===== src/rtl/ps2_host_tx.sv =====
// rtl/ps2_host_tx.sv - PS/2 host-to-device command transmitter driving open-drain clock/data
module ps2_host_tx #(
    parameter int INHIBIT_CYCLES = 2500,
    parameter int TIMEOUT_CYCLES = 375000,
    parameter int FILTER_CYCLES  = 8
) (
    input  logic       i_clk,
    input  logic       i_reset,
    input  logic       i_tx_start,
    input  logic [7:0] i_tx_data,
    output logic       o_tx_busy,
    output logic       o_tx_done,
    output logic       o_tx_ack,
    output logic       o_tx_error,
    output logic       o_rx_inhibit,
    input  logic       i_ps2_clk_in,
    input  logic       i_ps2_data_in,
    output logic       o_ps2_clk_oe,
    output logic       o_ps2_data_oe
);
    localparam int WD_W  = $clog2(TIMEOUT_CYCLES + 1);
    localparam int PH_W  = (INHIBIT_CYCLES > 16) ? $clog2(INHIBIT_CYCLES) : 5;
    localparam int FLT_W = (FILTER_CYCLES > 1) ? $clog2(FILTER_CYCLES) : 1;

    localparam logic [WD_W-1:0]  WD_LOAD  = WD_W'(TIMEOUT_CYCLES);
    localparam logic [PH_W-1:0]  INH_LAST = PH_W'(INHIBIT_CYCLES - 1);
    localparam logic [PH_W-1:0]  RTS_LAST = PH_W'(15);
    localparam logic [FLT_W-1:0] FLT_LAST = FLT_W'(FILTER_CYCLES - 1);

    typedef enum logic [2:0] {
        S_IDLE,
        S_INHIBIT,
        S_RTS,
        S_SEND,
        S_ACK,
        S_RELEASE,
        S_DONE
    } state_t;

    state_t            r_state;
    logic [8:0]        r_shift;
    logic [3:0]        r_bit_cnt;
    logic [PH_W-1:0]   r_ph_cnt;
    logic [WD_W-1:0]   r_wd;
    logic              r_busy;
    logic              r_done;
    logic              r_ack;
    logic              r_error;
    logic              r_clk_oe;
    logic              r_data_oe;

    logic              r_clk_s1;
    logic              r_clk_s2;
    logic              r_data_s1;
    logic              r_data_s2;
    logic              r_clk_filt;
    logic              r_clk_filt_d;
    logic [FLT_W-1:0]  r_flt_cnt;

    logic              w_fe;
    logic [WD_W-1:0]   w_wd_dec;
    logic              w_wd_active;
    logic              w_release_ok;
    logic              w_timeout;

    // Synchronise both pins; the clock additionally needs a stable run before it changes level.
    always_ff @(posedge i_clk or posedge i_reset) begin
        if (i_reset) begin
            r_clk_s1     <= 1'b1;
            r_clk_s2     <= 1'b1;
            r_data_s1    <= 1'b1;
            r_data_s2    <= 1'b1;
            r_clk_filt   <= 1'b1;
            r_clk_filt_d <= 1'b1;
            r_flt_cnt    <= '0;
        end else begin
            r_clk_s1     <= i_ps2_clk_in;
            r_clk_s2     <= r_clk_s1;
            r_data_s1    <= i_ps2_data_in;
            r_data_s2    <= r_data_s1;
            r_clk_filt_d <= r_clk_filt;
            if (r_clk_s2 == r_clk_filt) begin
                r_flt_cnt <= '0;
            end else if (r_flt_cnt == FLT_LAST) begin
                r_clk_filt <= r_clk_s2;
                r_flt_cnt  <= '0;
            end else begin
                r_flt_cnt <= r_flt_cnt + FLT_W'(1);
            end
        end
    end

    assign w_fe         = r_clk_filt_d & ~r_clk_filt;
    assign w_wd_dec     = r_wd - WD_W'(1);
    assign w_wd_active  = (r_state == S_SEND) || (r_state == S_ACK) || (r_state == S_RELEASE);
    assign w_release_ok = (r_state == S_RELEASE) && r_clk_s2 && r_data_s2;
    // A device edge or a completed release always wins over an expiring watchdog.
    assign w_timeout    = w_wd_active && !w_fe && !w_release_ok && (w_wd_dec == '0);

    always_ff @(posedge i_clk or posedge i_reset) begin
        if (i_reset) begin
            r_state   <= S_IDLE;
            r_shift   <= '0;
            r_bit_cnt <= '0;
            r_ph_cnt  <= '0;
            r_wd      <= '0;
            r_busy    <= 1'b0;
            r_done    <= 1'b0;
            r_ack     <= 1'b0;
            r_error   <= 1'b0;
            r_clk_oe  <= 1'b0;
            r_data_oe <= 1'b0;
        end else begin
            r_done <= 1'b0;
            if (w_timeout) begin
                r_clk_oe  <= 1'b0;
                r_data_oe <= 1'b0;
                r_error   <= 1'b1;
                r_ack     <= 1'b0;
                r_done    <= 1'b1;
                r_busy    <= 1'b0;
                r_state   <= S_DONE;
            end else begin
                case (r_state)
                    S_IDLE: begin
                        if (i_tx_start) begin
                            r_shift   <= {~^i_tx_data, i_tx_data};
                            r_bit_cnt <= '0;
                            r_ph_cnt  <= '0;
                            r_ack     <= 1'b0;
                            r_error   <= 1'b0;
                            r_busy    <= 1'b1;
                            r_clk_oe  <= 1'b1;
                            r_data_oe <= 1'b0;
                            r_state   <= S_INHIBIT;
                        end
                    end
                    S_INHIBIT: begin
                        if (r_ph_cnt == INH_LAST) begin
                            r_ph_cnt  <= '0;
                            r_data_oe <= 1'b1;
                            r_state   <= S_RTS;
                        end else begin
                            r_ph_cnt <= r_ph_cnt + PH_W'(1);
                        end
                    end
                    S_RTS: begin
                        if (r_ph_cnt == RTS_LAST) begin
                            r_clk_oe <= 1'b0;
                            r_wd     <= WD_LOAD;
                            r_state  <= S_SEND;
                        end else begin
                            r_ph_cnt <= r_ph_cnt + PH_W'(1);
                        end
                    end
                    S_SEND: begin
                        if (w_fe) begin
                            r_wd      <= WD_LOAD;
                            r_bit_cnt <= r_bit_cnt + 4'd1;
                            if (r_bit_cnt == 4'd9) begin
                                r_data_oe <= 1'b0;
                                r_state   <= S_ACK;
                            end else begin
                                // Shift register holds {parity, data}; LSB goes out first.
                                r_data_oe <= ~r_shift[0];
                                r_shift   <= {1'b0, r_shift[8:1]};
                            end
                        end else begin
                            r_wd <= w_wd_dec;
                        end
                    end
                    S_ACK: begin
                        if (w_fe) begin
                            r_wd      <= WD_LOAD;
                            r_bit_cnt <= r_bit_cnt + 4'd1;
                            r_ack     <= ~r_data_s2;
                            r_state   <= S_RELEASE;
                        end else begin
                            r_wd <= w_wd_dec;
                        end
                    end
                    S_RELEASE: begin
                        if (w_release_ok) begin
                            r_done  <= 1'b1;
                            r_busy  <= 1'b0;
                            r_state <= S_DONE;
                        end else if (w_fe) begin
                            r_wd <= WD_LOAD;
                        end else begin
                            r_wd <= w_wd_dec;
                        end
                    end
                    S_DONE: begin
                        r_state <= S_IDLE;
                    end
                    default: begin
                        r_state <= S_IDLE;
                    end
                endcase
            end
        end
    end

    assign o_tx_busy     = r_busy;
    assign o_rx_inhibit  = r_busy;
    assign o_tx_done     = r_done;
    assign o_tx_ack      = r_ack;
    assign o_tx_error    = r_error;
    assign o_ps2_clk_oe  = r_clk_oe;
    assign o_ps2_data_oe = r_data_oe;

endmodule

===== config.mk =====
export PLATFORM = sky130hd
export DESIGN_NAME = ps2_host_tx
export DESIGN_NICKNAME = d
export VERILOG_FILES = /design/src/rtl/ps2_host_tx.sv
export SDC_FILE = /design/constraint.sdc
export NUM_CORES = 1
export LEC_CHECK = 0
export CAP_MARGIN = 20
export CORE_UTILIZATION = 60
export DETAILED_ROUTE_END_ITERATION = 10
export HOLD_SLACK_MARGIN = 0.03
export PLACE_DENSITY = 0.8
export SLEW_MARGIN = 20
export SYNTH_ARGS = -nofsm -noshare
export SYNTH_HDL_FRONTEND = slang
export SYNTH_SLANG_ARGS = --single-unit

===== constraint.sdc =====
create_clock -name i_clk -period 2.93 [get_ports i_clk]
set_input_delay 0.586 -clock i_clk [delete_from_list [all_inputs] [get_ports i_clk]]
set_output_delay 0.586 -clock i_clk [all_outputs]
set_load 0.01 [all_outputs]

==> PnR_summary.wiki <==
{| class="wikitable"
! Metric !! Value
|-
| First-iteration detailed-routing DRC count || 257
|-
| Fraction of the yosys area taken by sequential cells || 0.424
|-
| Clock Tree Buf Depth || 2
|-
| Fin. max-slew vios || 0
|-
| Row count || 28
|-
| Area Overhead vs Synth || 14.5%
|-
| Final period demand of the worst path || 2710 ps
|-
| Period utilization || 0.925
|-
| Req. time, crit path || 3170 ps
|-
| Static Leak || 1.80 nW
|-
| Via count of the first global-routing pass || 2,993
|-
| Proportion of synthesized flip-flops having asynchronous set or reset || 1.00
|-
| Clock-pin transition on the worst setup and hold timing paths || 70 ps
|-
| Type of element capturing the critical path || register
|-
| Synth Cell Area || 3680 µm²
|-
| Final setup violation count || 0
|-
| Synth Net Count || 425
|-
| First-pass DRT Iterations || 4
|-
| Maximum number of pins on one net before global-route repair || 63
|-
| Worst slack at placement || 174 ps
|-
| Met2 wirelength from detailed routing || 4130 µm
|-
| Final sum of negative setup slack || 0 ps
|-
| Final setup margin || 220 ps
|-
| DR top layer || met4
|-
| Drt wl/cell || 16.5 µm
|-
| Count of distinct cell types in the synthesized netlist || 64
|-
| Final routed DRC violation total || 0
|-
| Power density relative to cell area || 462 nW/µm²
|-
| TritonCTS clock tree || built
|-
| Final RePlAce weighted congestion || 0.921
|-
| Diodes inserted || 0
|-
| RSZ-0062 raised after global routing || false
|-
| Delay of the slowest cell on the worst path || 490 ps
|-
| Number of sinks handled by clock tree synthesis || 62
|-
| All-Layer GR Usage || 0.285
|-
| Fraction of final layout cells with drive strength greater than 1 || 0.136
|-
| CTS H-tree depth || 3
|-
| Startpoint types || register
|-
| Synthesized flop and latch total || 62
|-
| Highest fanout seen on the critical path || 9
|-
| Worst VDD drop || 0.507 mV
|-
| NumNets Final || 448
|-
| Tightest Hold Check Type || reg -> reg
|-
| Remaining global-route overflow || 0
|-
| Top-level port count || 20
|-
| Achievable frequency || 369 MHz
|-
| Layout filler cell count || 440
|-
| TritonCTS buffer count || 9
|-
| Crit Path Class || reg -> reg
|-
| R2r setup slk || 220 ps
|-
| Chip Height || 80.3 µm
|-
| Placed wire-length estimate after detailed placement || 5720 µm
|-
| Via count || 3,204
|-
| Tightest slew margin relative to the limit || 0.595
|-
| Detail Route Antenna Nets || 0
|-
| Least-Margin Pin Slew || 605 ps
|-
| Final hold violation count || 0
|-
| Initial core utilization || 0.622
|-
| Post-DR vias/cell || 6.31
|-
| Count of max-cap constraint violations || 0
|-
| List of cells traversed by the critical path || inv_1, ha_2, or3b_1, or3_1, nor4_4, a211oi_2, and3_2, o41ai_2
|-
| Wire length on met3 || 478 µm
|-
| Syn. warnings || 0
|-
| Worst-skew pair later-pin latency || 340 ps
|-
| Standard cell core area || 5920 µm²
|-
| Drt total wl || 8390 µm
|-
| Antenna violations before repair || 0
|-
| Count of flip-flops with a built-in enable after synthesis || 0
|-
| Synthesized instance count || 405
|-
| Crit path DAT || 2950 ps
|-
| Predominant post-synthesis flop cell || sky130_fd_sc_hd__dfrtp_1
|-
| Cell at the slowest stage of the critical path || sky130_fd_sc_hd__or3_1
|-
| Wl on met1 || 3570 µm
|-
| CTS Root Buffer Type || sky130_fd_sc_hd__clkbuf_8
|-
| Floorplan die area || 6450 µm²
|-
| Syn avg cell area || 9.09 µm²
|-
| Die extent in x || 80.3 µm
|-
| Worst clock skew on the final layout || 12.3 ps
|-
| IO Port Bufs || 19
|-
| Wire length of the first global-routing pass || 13,900 µm
|-
| Status || finished, final reports clean
|}
[path summary, 6_finish.rpt]
kind	endpoint	depth (start not counted)	start
hold reg to reg	r_clk_s2$_DFF_PP1_	0	r_clk_s1$_DFF_PP1_
setup / recovery	r_wd[9]$_DFFE_PP0P_	8	r_wd[1]$_DFFE_PP0P_
max in group asynchronous	r_clk_filt$_DFFE_PP1P_	3	i_reset
hold / removal	r_clk_s2$_DFF_PP1_	0	r_clk_s1$_DFF_PP1_
setup reg to reg	r_wd[9]$_DFFE_PP0P_	8	r_wd[1]$_DFFE_PP0P_
min in group asynchronous	r_wd[11]$_DFFE_PP0P_	3	i_reset
[cells in the mapped netlist, drive strengths merged, types with 9 or more instances]
library cell  count  area (µm²)
a21oi            20         100
a31oi            13        81.3
clkbuf           14        52.6
dfrtp            56        1400
inv              11        41.3
mux2i            10         100
nand2            36         135
nand3             9        50.1
nor2             43         161
nor3             10        66.3
o21ai            48         240
o31ai             9        72.6
xnor2            10        87.6
[state kept, by name, summed over array words and instances, names as in the netlist, 3 cells and up]
signal     flops
r_state        3
r_bit_cnt      4
r_ph_cnt      12
r_wd          19
r_flt_cnt      3
r_shift        9
[critical path: cells and delay by family, from the launching register on]
| family | cells | cell delay (ps) |
|---|---|---|
| buffers and inverters | 1 | 110 |
| AND/OR/NAND/NOR | 4 | 1480 |
| AO/OA/AOI/OAI | 2 | 340 |
| adder cells (fa/ha/maj) | 1 | 290 |
| flip-flops | 1 | 380 |
[cells by family (layout without fill, tap and decap cells)]
| group | count (synthesis) | after routing | synth area share |
|---|---|---|---|
| flops | 62 | 62 | 0.424 |
| fa+ha+maj | 7 | 7 | 0.0238 |
| xor+xnor | 13 | 13 | 0.0309 |
| mux | 12 | 12 | 0.0333 |
| compound gates | 120 | 120 | 0.209 |
| simple gates | 160 | 160 | 0.241 |
| buf+inv | 31 | 59 | 0.0377 |
[metrics by stage]
stage	std cells	utilization	total power, W	area [µm²]	hold WS, ps
global route	508	0.712	0.00202	4210	357
detailed placement	492	0.672	0.00108	3980	348
finish	508	0.712	0.00195	4210	352
floorplan	405	-	0.00103	3680	345
global placement	492	0.672	0.00108	3980	346
CTS	508	0.711	0.00197	4210	357
[repair_timing]
action | CTS | global route
buffers inserted | 0 | 0
resized for setup | 0 | 2
hold buffers | 0 | 0
endpoints found under the setup margin | 0 | 9
[layer usage]
| layer | up-vias | GRT usage |
|---|---|---|
| met2 | 123 | 0.460 |
| li1 | 1528 | - |
| met5 | - | 0 |
| met3 | 24 | 0.0455 |
| met1 | 1529 | 0.370 |
| met4 | 0 | 0.148 |
[layout make-up]
| class | instances | area (µm²) | area share |
|---|---|---|---|
| Clock buffer | 13 | 169 | 0.0401 |
| Clock inverter | 3 | 65.1 | 0.0154 |
| Inverter | 11 | 41.3 | 0.00980 |
| Multi-Input combinational cell | 312 | 1990 | 0.471 |
| Sequential cell | 62 | 1560 | 0.370 |
| Tap cell | 75 | 93.8 | 0.0223 |
| Timing Repair Buffer | 32 | 300 | 0.0713 |
[cell usage in the layout (no fill, tap or decap), types with 3 or more instances in the layout]
cell type	Yosys	layout
sky130_fd_sc_hd__a21oi_1	20	20
sky130_fd_sc_hd__a31oi_1	13	13
sky130_fd_sc_hd__and3_1	7	6
sky130_fd_sc_hd__buf_4	1	12
sky130_fd_sc_hd__clkbuf_8	0	12
sky130_fd_sc_hd__clkdlybuf4s50_1	0	19
sky130_fd_sc_hd__dfrtp_1	56	56
sky130_fd_sc_hd__dfstp_2	6	6
sky130_fd_sc_hd__ha_1	7	6
sky130_fd_sc_hd__inv_1	11	10
sky130_fd_sc_hd__mux2i_1	10	10
sky130_fd_sc_hd__nand2_1	36	36
sky130_fd_sc_hd__nand2b_1	6	6
sky130_fd_sc_hd__nand3_1	8	8
sky130_fd_sc_hd__nand3b_1	3	3
sky130_fd_sc_hd__nand4_1	3	3
sky130_fd_sc_hd__nor2_1	43	43
sky130_fd_sc_hd__nor2b_1	4	4
sky130_fd_sc_hd__nor3_1	8	8
sky130_fd_sc_hd__nor3b_1	6	6
sky130_fd_sc_hd__nor4_1	4	4
sky130_fd_sc_hd__nor4b_1	4	4
sky130_fd_sc_hd__o211ai_1	4	4
sky130_fd_sc_hd__o21a_1	5	5
sky130_fd_sc_hd__o21ai_0	47	47
sky130_fd_sc_hd__o22ai_1	3	3
sky130_fd_sc_hd__o31ai_1	8	8
sky130_fd_sc_hd__or2_2	3	3
sky130_fd_sc_hd__or3_1	7	7
sky130_fd_sc_hd__xnor2_1	10	10
sky130_fd_sc_hd__xor2_1	3	3
[power breakdown]
part,switching [W],leakage (nW),internal (W),total [W]
sequential,0.0000232,0.787,0.000905,0.000928
combinational,0.0000708,0.889,0.0000672,0.000138
clock,0.000334,0.120,0.000548,0.000882
total,0.000428,1.80,0.00152,0.00195
(Power assumes the default switching activity.)
